## src/rtl/ofm_collector.sv

```systemverilog
// rtl/ofm_collector.sv - per-column output-feature-map FIFOs merged round-robin into one write stream
// An empty stage takes a word straight from the sum input so a lone push reaches wr_valid a cycle later.
module ofm_collector #(
    parameter int COL        = 4,
    parameter int OFM_WIDTH  = 32,
    parameter int TILE_LEN   = 8,
    parameter int FIFO_DEPTH = 4,
    localparam int CW        = (COL > 1) ? $clog2(COL) : 1
) (
    input  logic                     clk,
    input  logic                     rstn,
    input  logic                     start,
    input  logic [COL-1:0]           sum_valid,
    input  logic [COL*OFM_WIDTH-1:0] sum,
    output logic                     wr_valid,
    input  logic                     wr_ready,
    output logic [OFM_WIDTH-1:0]     wr_data,
    output logic [CW-1:0]            wr_col,
    output logic                     wr_last,
    output logic                     overflow,
    output logic                     idle
);

    localparam int AW = $clog2(FIFO_DEPTH);
    localparam int TW = (TILE_LEN > 1) ? $clog2(TILE_LEN) : 1;

    typedef enum logic {EMPTY, HOLD} state_t;

    state_t                 state_q, state_d;
    logic [OFM_WIDTH-1:0]   data_q, data_d;
    logic [CW-1:0]          col_q, col_d;
    logic [CW-1:0]          last_grant_q, last_grant_d;
    logic                   overflow_q, overflow_d;
    logic [AW:0]            wptr_q [COL];
    logic [AW:0]            wptr_d [COL];
    logic [AW:0]            rptr_q [COL];
    logic [AW:0]            rptr_d [COL];
    logic [TW-1:0]          cnt_q [COL];
    logic [TW-1:0]          cnt_d [COL];
    logic [OFM_WIDTH-1:0]   mem_q [COL][FIFO_DEPTH];
    logic [OFM_WIDTH-1:0]   mem_d [COL][FIFO_DEPTH];

    logic [OFM_WIDTH-1:0]   col_sum [COL];
    logic [OFM_WIDTH-1:0]   head [COL];
    logic [COL-1:0]         fifo_empty, fifo_full, in_valid, avail;
    logic [COL-1:0]         pop, push, drop, take_in;
    logic                   accept, load, grant_found;
    logic [CW-1:0]          grant, idx;

    always_comb begin
        for (int c = 0; c < COL; c++) begin
            col_sum[c]    = sum[c*OFM_WIDTH +: OFM_WIDTH];
            head[c]       = mem_q[c][rptr_q[c][AW-1:0]];
            fifo_empty[c] = (wptr_q[c] == rptr_q[c]);
            fifo_full[c]  = (wptr_q[c][AW] != rptr_q[c][AW]) &&
                            (wptr_q[c][AW-1:0] == rptr_q[c][AW-1:0]);
            in_valid[c]   = sum_valid[c] && !start;
            // An incoming word counts as available so it can bypass an empty FIFO.
            avail[c]      = !fifo_empty[c] || in_valid[c];
        end
    end

    always_comb begin
        grant_found = 1'b0;
        grant       = '0;
        idx         = '0;
        for (int i = 0; i < COL; i++) begin
            idx = CW'((int'(last_grant_q) + 1 + i) % COL);
            if (!grant_found && avail[idx]) begin
                grant_found = 1'b1;
                grant       = idx;
            end
        end
    end

    always_comb begin
        accept       = (state_q == HOLD) && wr_ready;
        load         = !start && ((state_q == EMPTY) || accept);
        state_d      = state_q;
        data_d       = data_q;
        col_d        = col_q;
        last_grant_d = last_grant_q;
        if (start) begin
            state_d      = EMPTY;
            data_d       = '0;
            col_d        = '0;
            last_grant_d = CW'(COL - 1);
        end else if (load) begin
            if (grant_found) begin
                state_d      = HOLD;
                col_d        = grant;
                last_grant_d = grant;
                data_d       = fifo_empty[grant] ? col_sum[grant] : head[grant];
            end else begin
                state_d = EMPTY;
            end
        end
    end

    always_comb begin
        mem_d      = mem_q;
        overflow_d = overflow_q;
        for (int c = 0; c < COL; c++) begin
            pop[c]     = load && grant_found && (grant == CW'(c)) && !fifo_empty[c];
            take_in[c] = load && grant_found && (grant == CW'(c)) && fifo_empty[c];
            // A full FIFO popped this cycle has room for the incoming word.
            push[c]    = in_valid[c] && !take_in[c] && (!fifo_full[c] || pop[c]);
            drop[c]    = in_valid[c] && !take_in[c] && fifo_full[c] && !pop[c];
            wptr_d[c]  = wptr_q[c] + {{AW{1'b0}}, push[c]};
            rptr_d[c]  = rptr_q[c] + {{AW{1'b0}}, pop[c]};
            cnt_d[c]   = cnt_q[c];
            if (push[c]) begin
                mem_d[c][wptr_q[c][AW-1:0]] = col_sum[c];
            end
            if (accept && (col_q == CW'(c))) begin
                cnt_d[c] = (cnt_q[c] == TW'(TILE_LEN - 1)) ? '0 : cnt_q[c] + TW'(1);
            end
            if (start) begin
                wptr_d[c] = '0;
                rptr_d[c] = '0;
                cnt_d[c]  = '0;
            end
        end
        if (|drop) begin
            overflow_d = 1'b1;
        end
        if (start) begin
            overflow_d = 1'b0;
        end
    end

    always_ff @(posedge clk or negedge rstn) begin
        if (!rstn) begin
            state_q      <= EMPTY;
            data_q       <= '0;
            col_q        <= '0;
            last_grant_q <= CW'(COL - 1);
            overflow_q   <= 1'b0;
            for (int c = 0; c < COL; c++) begin
                wptr_q[c] <= '0;
                rptr_q[c] <= '0;
                cnt_q[c]  <= '0;
                for (int d = 0; d < FIFO_DEPTH; d++) begin
                    mem_q[c][d] <= '0;
                end
            end
        end else begin
            state_q      <= state_d;
            data_q       <= data_d;
            col_q        <= col_d;
            last_grant_q <= last_grant_d;
            overflow_q   <= overflow_d;
            wptr_q       <= wptr_d;
            rptr_q       <= rptr_d;
            cnt_q        <= cnt_d;
            mem_q        <= mem_d;
        end
    end

    assign wr_valid = (state_q == HOLD);
    assign wr_data  = data_q;
    assign wr_col   = col_q;
    assign wr_last  = (state_q == HOLD) && (cnt_q[col_q] == TW'(TILE_LEN - 1));
    assign overflow = overflow_q;
    assign idle     = (state_q == EMPTY) && (&fifo_empty);

endmodule

```

## config.mk

```make
export PLATFORM = sky130hd
export DESIGN_NAME = ofm_collector
export DESIGN_NICKNAME = d
export VERILOG_FILES = /design/src/rtl/ofm_collector.sv
export SDC_FILE = /design/constraint.sdc
export NUM_CORES = 1
export LEC_CHECK = 0
export CAP_MARGIN = 20
export CORE_AREA = 8 8 363 277
export DETAILED_ROUTE_END_ITERATION = 10
export DIE_AREA = 0 0 371 285
export PLACE_DENSITY_LB_ADDON = 0.25
export SLEW_MARGIN = 20
export SYNTH_ARGS = -nofsm -noshare
export SYNTH_HDL_FRONTEND = slang
export SYNTH_SLANG_ARGS = --single-unit
export TNS_END_PERCENT = 1
```

## constraint.sdc

```tcl
create_clock -name clk -period 3.3 [get_ports clk]
set_clock_uncertainty 0.1 [all_clocks]
set_input_delay 0.495 -clock clk [delete_from_list [all_inputs] [get_ports clk]]
set_output_delay 0.495 -clock clk [all_outputs]
set_load 0.02 [all_outputs]
```

=== Word-level counts from Yosys, hierarchy flattened ===
Index checks and enable logic that the tools add are counted.
W data, S select, Z words.

* Flip-flop bits (word level): 586
* Input port bits: 136

* Add/subtract/negate cells: 16
* $lt $le $gt $ge: 19
* Eq/ne operators: 23
* Mux-type cells: 84
* Bitwise operators: 11
* Reduce and logical (&&, ||, !) cells: 93

{| class="wikitable"
|+ Operator list
! kind !! number
|-
| $mux W32 || 20
|-
| $bwmux W128 || 4
|-
| $bmux W32 S2 || 6
|-
| $demux W32 S2 || 4
|-
| $mux W3 || 22
|-
| $logic_and A1 B1 Y1 || 52
|-
| $ge A3 B3 Y1 const B || 10
|-
| $not A2 Y3 || 10
|-
| $add A3 B1 Y3 || 8
|-
| $logic_not A1 Y1 || 20
|-
| $mux W2 || 8
|-
| $eq A3 B3 Y1 const B || 5
|-
| $lt A2 B3 Y1 const B || 5
|-
| $mux W1 || 14
|-
| $reduce_bool A2 Y1 || 7
|-
| $add A3 B1 Y3 const B || 4
|-
| $eq A3 B3 Y1 || 4
|-
| $lt A3 B1 Y1 const B || 4
|-
| $bmux W1 S2 || 5
|-
| $logic_or A1 B1 Y1 || 9
|-
| $eq A2 B2 Y1 || 4
|-
| $eq A2 B2 Y1 const B || 4
|-
| $add A2 B2 Y2 const B || 3
|-
| $bmux W3 S2 || 1
|-
| 8 further kinds || 13
|}

=== Depth between registers and ports, before layout ===
* Word-level depth: 25
* Mapped depth: 15
* Gate-level depth less buffers: 11

=== Worst setup path after synthesis ===
No wires, ideal clock.

* Kind: register -> register
* Start point: reg rptr_q[9] (netlist bit)
* End point: reg mem_q[10] (netlist bit)
* Data arrival time: 3057 ps
* Required time: 3072 ps
* Setup slack: 16 ps
* Cell stages (with the launch flop): 11
* Path through: dfrtp_1 -> clkbuf_1 -> xor2_1 -> or4_1 -> buf_2 -> o211ai_1 -> nand3_2 -> o311ai_4 -> o211a_4 -> buf_4 -> mux2_1

* Word-level cells in the longest chain between the ends: 21

{| class="wikitable"
|+ RTL lines
! element !! RTL line !! RTL
|-
| start: declaration || 36 || <nowiki>logic [AW:0] rptr_q [COL];</nowiki>
|-
| start signal: assignment || 154 || <nowiki>rptr_q <= rptr_d;</nowiki>
|-
| $eq A3 B3 Y1 (*) || 54 || <nowiki>fifo_empty[c] = (wptr_q[c] == rptr_q[c]);</nowiki>
|-
| $logic_not A1 Y1 (*) || 59 || <nowiki>avail[c] = !fifo_empty[c] || in_valid[c];</nowiki>
|-
| $logic_or A1 B1 Y1 (*) || 59 ||
|-
| $bmux W1 S2 || 69 || <nowiki>if (!grant_found && avail[idx]) begin</nowiki>
|-
| $mux W1 (not written as such) || 69 ||
|-
| $mux W1 || 69 ||
|-
| $logic_not A1 Y1 || 69 ||
|-
| $logic_and A1 B1 Y1 || 69 ||
|-
| (+5 left out) || -- ||
|-
| $logic_and A1 B1 Y1 || 69 ||
|-
| $mux W2 or $mux W1 (tied branches) || 69 ||
|-
| $eq A2 B2 Y1 or $logic_and A1 B1 Y1 (tied branches) || 104, 105 ||
|-
| $logic_and A1 B1 Y1 (*) || 104, 105 ||
|-
| $logic_and A1 B1 Y1 || 105 || <nowiki>take_in[c] = load && grant_found && (grant == CW'(c)) && fifo_empty[c];</nowiki>
|-
| $logic_not A1 Y1 || 107 || <nowiki>push[c] = in_valid[c] && !take_in[c] && (!fifo_full[c] || pop[c]);</nowiki>
|-
| $logic_and A1 B1 Y1 || 107 ||
|-
| $logic_and A1 B1 Y1 (*) || 107 ||
|-
| end signal: assignment || 156 || <nowiki>mem_q <= mem_d;</nowiki>
|-
| end: declaration || 40 || <nowiki>logic [OFM_WIDTH-1:0] mem_q [COL][FIFO_DEPTH];</nowiki>
|}

Every way passes the cells marked *; elsewhere a longest branch is shown, timed or not. The select of a mux whose other input is x is not followed.
A chain may end at the register's enable or synchronous reset.

=== Worst setup path in the final report ===
* Start point: reg wptr_q[4] (netlist bit)
* End point: reg mem_q[13] (netlist bit)

* Word-level cells in the longest chain between the ends: 21

{| class="wikitable"
|+ RTL lines
! element !! RTL line !! RTL
|-
| start: declaration || 34 || <nowiki>logic [AW:0] wptr_q [COL];</nowiki>
|-
| start signal: assignment || 153 || <nowiki>wptr_q <= wptr_d;</nowiki>
|-
| $eq A3 B3 Y1 (*) || 54 ||
|-
| $logic_not A1 Y1 (*) || 59 ||
|-
| $logic_or A1 B1 Y1 (*) || 59 ||
|-
| $bmux W1 S2 || 69 ||
|-
| $mux W1 (not written as such) || 69 ||
|-
| $mux W1 || 69 ||
|-
| $logic_not A1 Y1 || 69 ||
|-
| $logic_and A1 B1 Y1 || 69 ||
|-
| (+5 left out) || -- ||
|-
| $logic_and A1 B1 Y1 || 69 ||
|-
| $mux W2 or $mux W1 (tied branches) || 69 ||
|-
| $eq A2 B2 Y1 or $logic_and A1 B1 Y1 (tied branches) || 104, 105 ||
|-
| $logic_and A1 B1 Y1 (*) || 104, 105 ||
|-
| $logic_and A1 B1 Y1 || 105 ||
|-
| $logic_not A1 Y1 || 107 ||
|-
| $logic_and A1 B1 Y1 || 107 ||
|-
| $logic_and A1 B1 Y1 (*) || 107 ||
|}

Marks and branches as above.

==> out/summary.txt <==
Hold EP -> rptr_q[11]
capture instance of the worst register-to-register path -> mem_q[13]
number of instances on the worst hold path -> 3
fin worst setup slack -> 0.08290 ns
drt first-iter violations -> 871
setup slack at placement -> -0.5963 ns
remaining antenna violation count -> 0
number of warning messages in the yosys log -> 0
number of synthesized flops with an enable pin -> 0
critical path data arrival time -> 3.58 ns
FMAX -> 0.3108 GHz
share of the clock period used by the worst path -> 97.49%
number of top-level pins -> 174
root cell of the clock tree -> sky130_fd_sc_hd__clkbuf_16
worst reg-to-reg setup slack -> 0.08 ns
leakage power total -> 0.01575 µW
height of the die -> 285 µm
clock buffers created by TritonCTS -> 68
instance count of the mapped netlist -> 1846
Cell variety after synth -> 55
wire length of the first global-routing pass -> 129.3 mm
Worst-Margin Slew -> 0.8905 ns
CTS tree -> done
Reg clk slew, reported paths -> 0.06 ns
critical path peak fanout -> 6
Slew HR -> 40.63%
CP Capture Type -> flop
initial core utilization -> 29.76%
GP Congestion -> 0.8060
final hold violation count -> 0
minimum clock period -> 3.217 ns
Async S/R FF share, synth -> 100.0%
initial antenna violation count -> 10
CTS H-tree depth -> 3
Net Count, Synth -> 2006
source-to-sink clock delay at the later pin of the worst-skew pair -> 0.61 ns
final net count -> 2302
uppermost layer routed -> met5
vias in the first global route -> 19240
most common library cell in the layout ignoring fill and taps -> sky130_fd_sc_hd__dfrtp_1
per-cell via count in the routed design -> 5.028
fraction of final layout cells with drive strength greater than 1 -> 24.03%
met2 routed WL -> 39.11 mm
type of the setup path with the least slack -> flop to flop
Netlist Area Pre-Place -> 28130 µm²
sequential fraction of the synthesis area -> 52.14%
Max Slew Vio Count -> 0
cell area after placement -> 32730 µm²
sum of routed wire segments on met1 -> 39.71 mm
total routing resource utilization after global routing -> 16.20%
die width -> 371 µm
post-detailed-placement half-perimeter wirelength -> 59.24 mm
WL/cell -> 24.76 µm
full die area -> 105700 µm²
data required time of the worst path -> 3.66 ns
register bit count reported by yosys -> 586
Total Routed Length -> 85.43 mm
Remaining DRCs -> 0
drt pass-1 iters -> 4
number of rows created at floorplan -> 98
via count -> 17350
CP Launch Type -> flop
maximum count of clock buffers along a single path -> 3
Cell Pwr Density -> 721.6 nW/µm²
Core Area -> 94540 µm²
average instance area after synthesis -> 15.24 µm²
max-cap violations -> 0
pin count of the biggest net entering global routing -> 82
Reg2Reg Depth -> 10
run status -> complete, no violations
quantity of I/O buffers inserted on ports -> 173
most common flop cell mapped by yosys -> sky130_fd_sc_hd__dfrtp_1
length of routed met3 wiring -> 4.432 mm
Hold WC Path Type -> input pin to flop
number of sinks driven by the clock tree -> 586
unrepaired setup endpoints after global routing -> yes
# setup viols final -> 0
most frequent cells in the layout -> sky130_fd_sc_hd__dfrtp_1 (574), sky130_fd_sc_hd__mux2_1 (508), sky130_fd_sc_hd__clkdlybuf4s50_1 (170)
synthesis-to-layout area growth -> 25.10%
worst hold slack across all endpoints -> 0.2905 ns
startpoint of the tightest hold check path -> start
Critical R2R Launch -> wptr_q[4]
final non-filler cell area -> 35190 µm²
post-route total power -> 25400 µW
total global routing overflow -> 0
worst-case vdd ir drop -> 0.0003111 V
## sequential cells by signal, summed over array words and instances (netlist names)
register and count:
cnt_q 12, last_grant_q 2, mem_q 512, overflow 1, rptr_q 12, wptr_q 12, wr_col 2, wr_data 32
wr_valid 1
## cell usage after synthesis (3+ instances only)
| cell | count | share of area [%] |
|---|---|---|
| sky130_fd_sc_hd__mux2_1 | 508 | 20 |
| sky130_fd_sc_hd__buf_1 | 5 | 0.067 |
| sky130_fd_sc_hd__nor4_1 | 4 | 0.089 |
| sky130_fd_sc_hd__mux2i_1 | 137 | 4.9 |
| sky130_fd_sc_hd__ha_1 | 24 | 1.1 |
| sky130_fd_sc_hd__a41oi_1 | 4 | 0.12 |
| sky130_fd_sc_hd__nor3_1 | 12 | 0.21 |
| sky130_fd_sc_hd__nor2_1 | 32 | 0.43 |
| sky130_fd_sc_hd__mux2_2 | 69 | 2.8 |
| sky130_fd_sc_hd__buf_6 | 9 | 0.36 |
| sky130_fd_sc_hd__a21oi_1 | 8 | 0.14 |
| sky130_fd_sc_hd__buf_4 | 10 | 0.27 |
| sky130_fd_sc_hd__xnor2_1 | 14 | 0.44 |
| sky130_fd_sc_hd__dfrtp_1 | 584 | 52 |
| sky130_fd_sc_hd__nand3_1 | 7 | 0.12 |
| sky130_fd_sc_hd__xor2_1 | 10 | 0.31 |
| sky130_fd_sc_hd__a31o_2 | 4 | 0.12 |
| sky130_fd_sc_hd__clkbuf_1 | 52 | 0.69 |
| sky130_fd_sc_hd__buf_2 | 48 | 0.85 |
| sky130_fd_sc_hd__and3_1 | 11 | 0.24 |
| sky130_fd_sc_hd__o21ai_1 | 4 | 0.071 |
| sky130_fd_sc_hd__o211ai_4 | 3 | 0.23 |
| sky130_fd_sc_hd__nor3b_1 | 4 | 0.11 |
| sky130_fd_sc_hd__nor2b_1 | 25 | 0.56 |
| sky130_fd_sc_hd__mux4_2 | 128 | 10 |
| sky130_fd_sc_hd__nand2b_1 | 6 | 0.13 |
| sky130_fd_sc_hd__nand2_1 | 40 | 0.53 |
| sky130_fd_sc_hd__or4_1 | 3 | 0.080 |
| sky130_fd_sc_hd__or3_1 | 3 | 0.067 |
| sky130_fd_sc_hd__o221ai_1 | 32 | 1.0 |
| sky130_fd_sc_hd__nand4_1 | 14 | 0.31 |
## logic make-up (layout without fill, tap and decap cells)
logic type	Yosys count	count (layout)	synth area share, %
buffers and inverters	126	473	2.268
xor gates and xnor gates	24	24	0.7472
AOI/OAI and AO/OA	77	77	2.433
muxes	842	842	38.22
and+or+nand+nor	167	167	3.127
other	0	7	0
DFF	586	586	52.14
adders and majority gates	24	24	1.067
## metal layers
layer | vias to the layer above | GRT usage, %
li1 | 7556 | -
met1 | 9276 | 22.30
met2 | 360 | 25.47
met3 | 149 | 3.881
met4 | 4 | 4.526
met5 | - | 0
## through the flow
step,instances,setup TNS [ns],utilization [%]
after floorplan,1846,0,-
after global placement,3311,-280.02,34.62
after detailed placement,3311,-288.59,34.62
after CTS,3434,0,37.02
after global routing,3445,-0.2309,37.21
final,3450,0,37.23
## worst max-delay path by stage
| stage | slack [ns] | end | depth (start not counted) | startpoint |
|---|---|---|---|---|
| after floorplan | 0.02 | mem_q[10] | 10 | rptr_q[9] |
| after global placement | -0.59 | mem_q[288] | 10 | sum_valid[0] |
| after detailed placement | -0.60 | mem_q[500] | 9 | sum_valid[0] |
| after CTS | 0.008 | mem_q[305] | 9 | rptr_q[9] |
| after global routing | -0.02 | mem_q[429] | 9 | rptr_q[9] |
| final | 0.08 | mem_q[13] | 10 | wptr_q[4] |
## cell type report
type                    instances  area (µm²)
diodes                          7       17.52
multi-input cells            1134       12980
clock buffers                 101        1987
fillers                      8831       59350
repair buffers                350        3739
flip-flops and latches        586       14680
clock inverters                20       222.7
well taps                    1250        1564
inverters                       2       7.507
## worst max-delay path, stage by stage, from the launching register on
cell and delay, ns:
sky130_fd_sc_hd__dfrtp_1 0.40, sky130_fd_sc_hd__xor2_1 0.20, sky130_fd_sc_hd__or4_4 0.57, sky130_fd_sc_hd__a221oi_4 0.30, sky130_fd_sc_hd__nor3_2 0.09, sky130_fd_sc_hd__buf_4 0.16
sky130_fd_sc_hd__o311ai_4 0.32, sky130_fd_sc_hd__buf_12 0.17, sky130_fd_sc_hd__o211a_4 0.23, sky130_fd_sc_hd__buf_4 0.20, sky130_fd_sc_hd__mux2_1 0.33
## power by group
group	switching, µW	total, µW	internal (µW)
clock	3050	7480	4420
combinational	3470	7590	4130
sequential	1100	10300	9230
## what timing repair did
item	in CTS	in global routing
endpoints found under the hold margin	57	0
gates resized for setup	10	22
endpoints found under the setup margin	224	342
pin swaps	3	11
hold buffers	1	0
setup buffers	1	9
No activity file was read; power rests on OpenSTA's default activity.
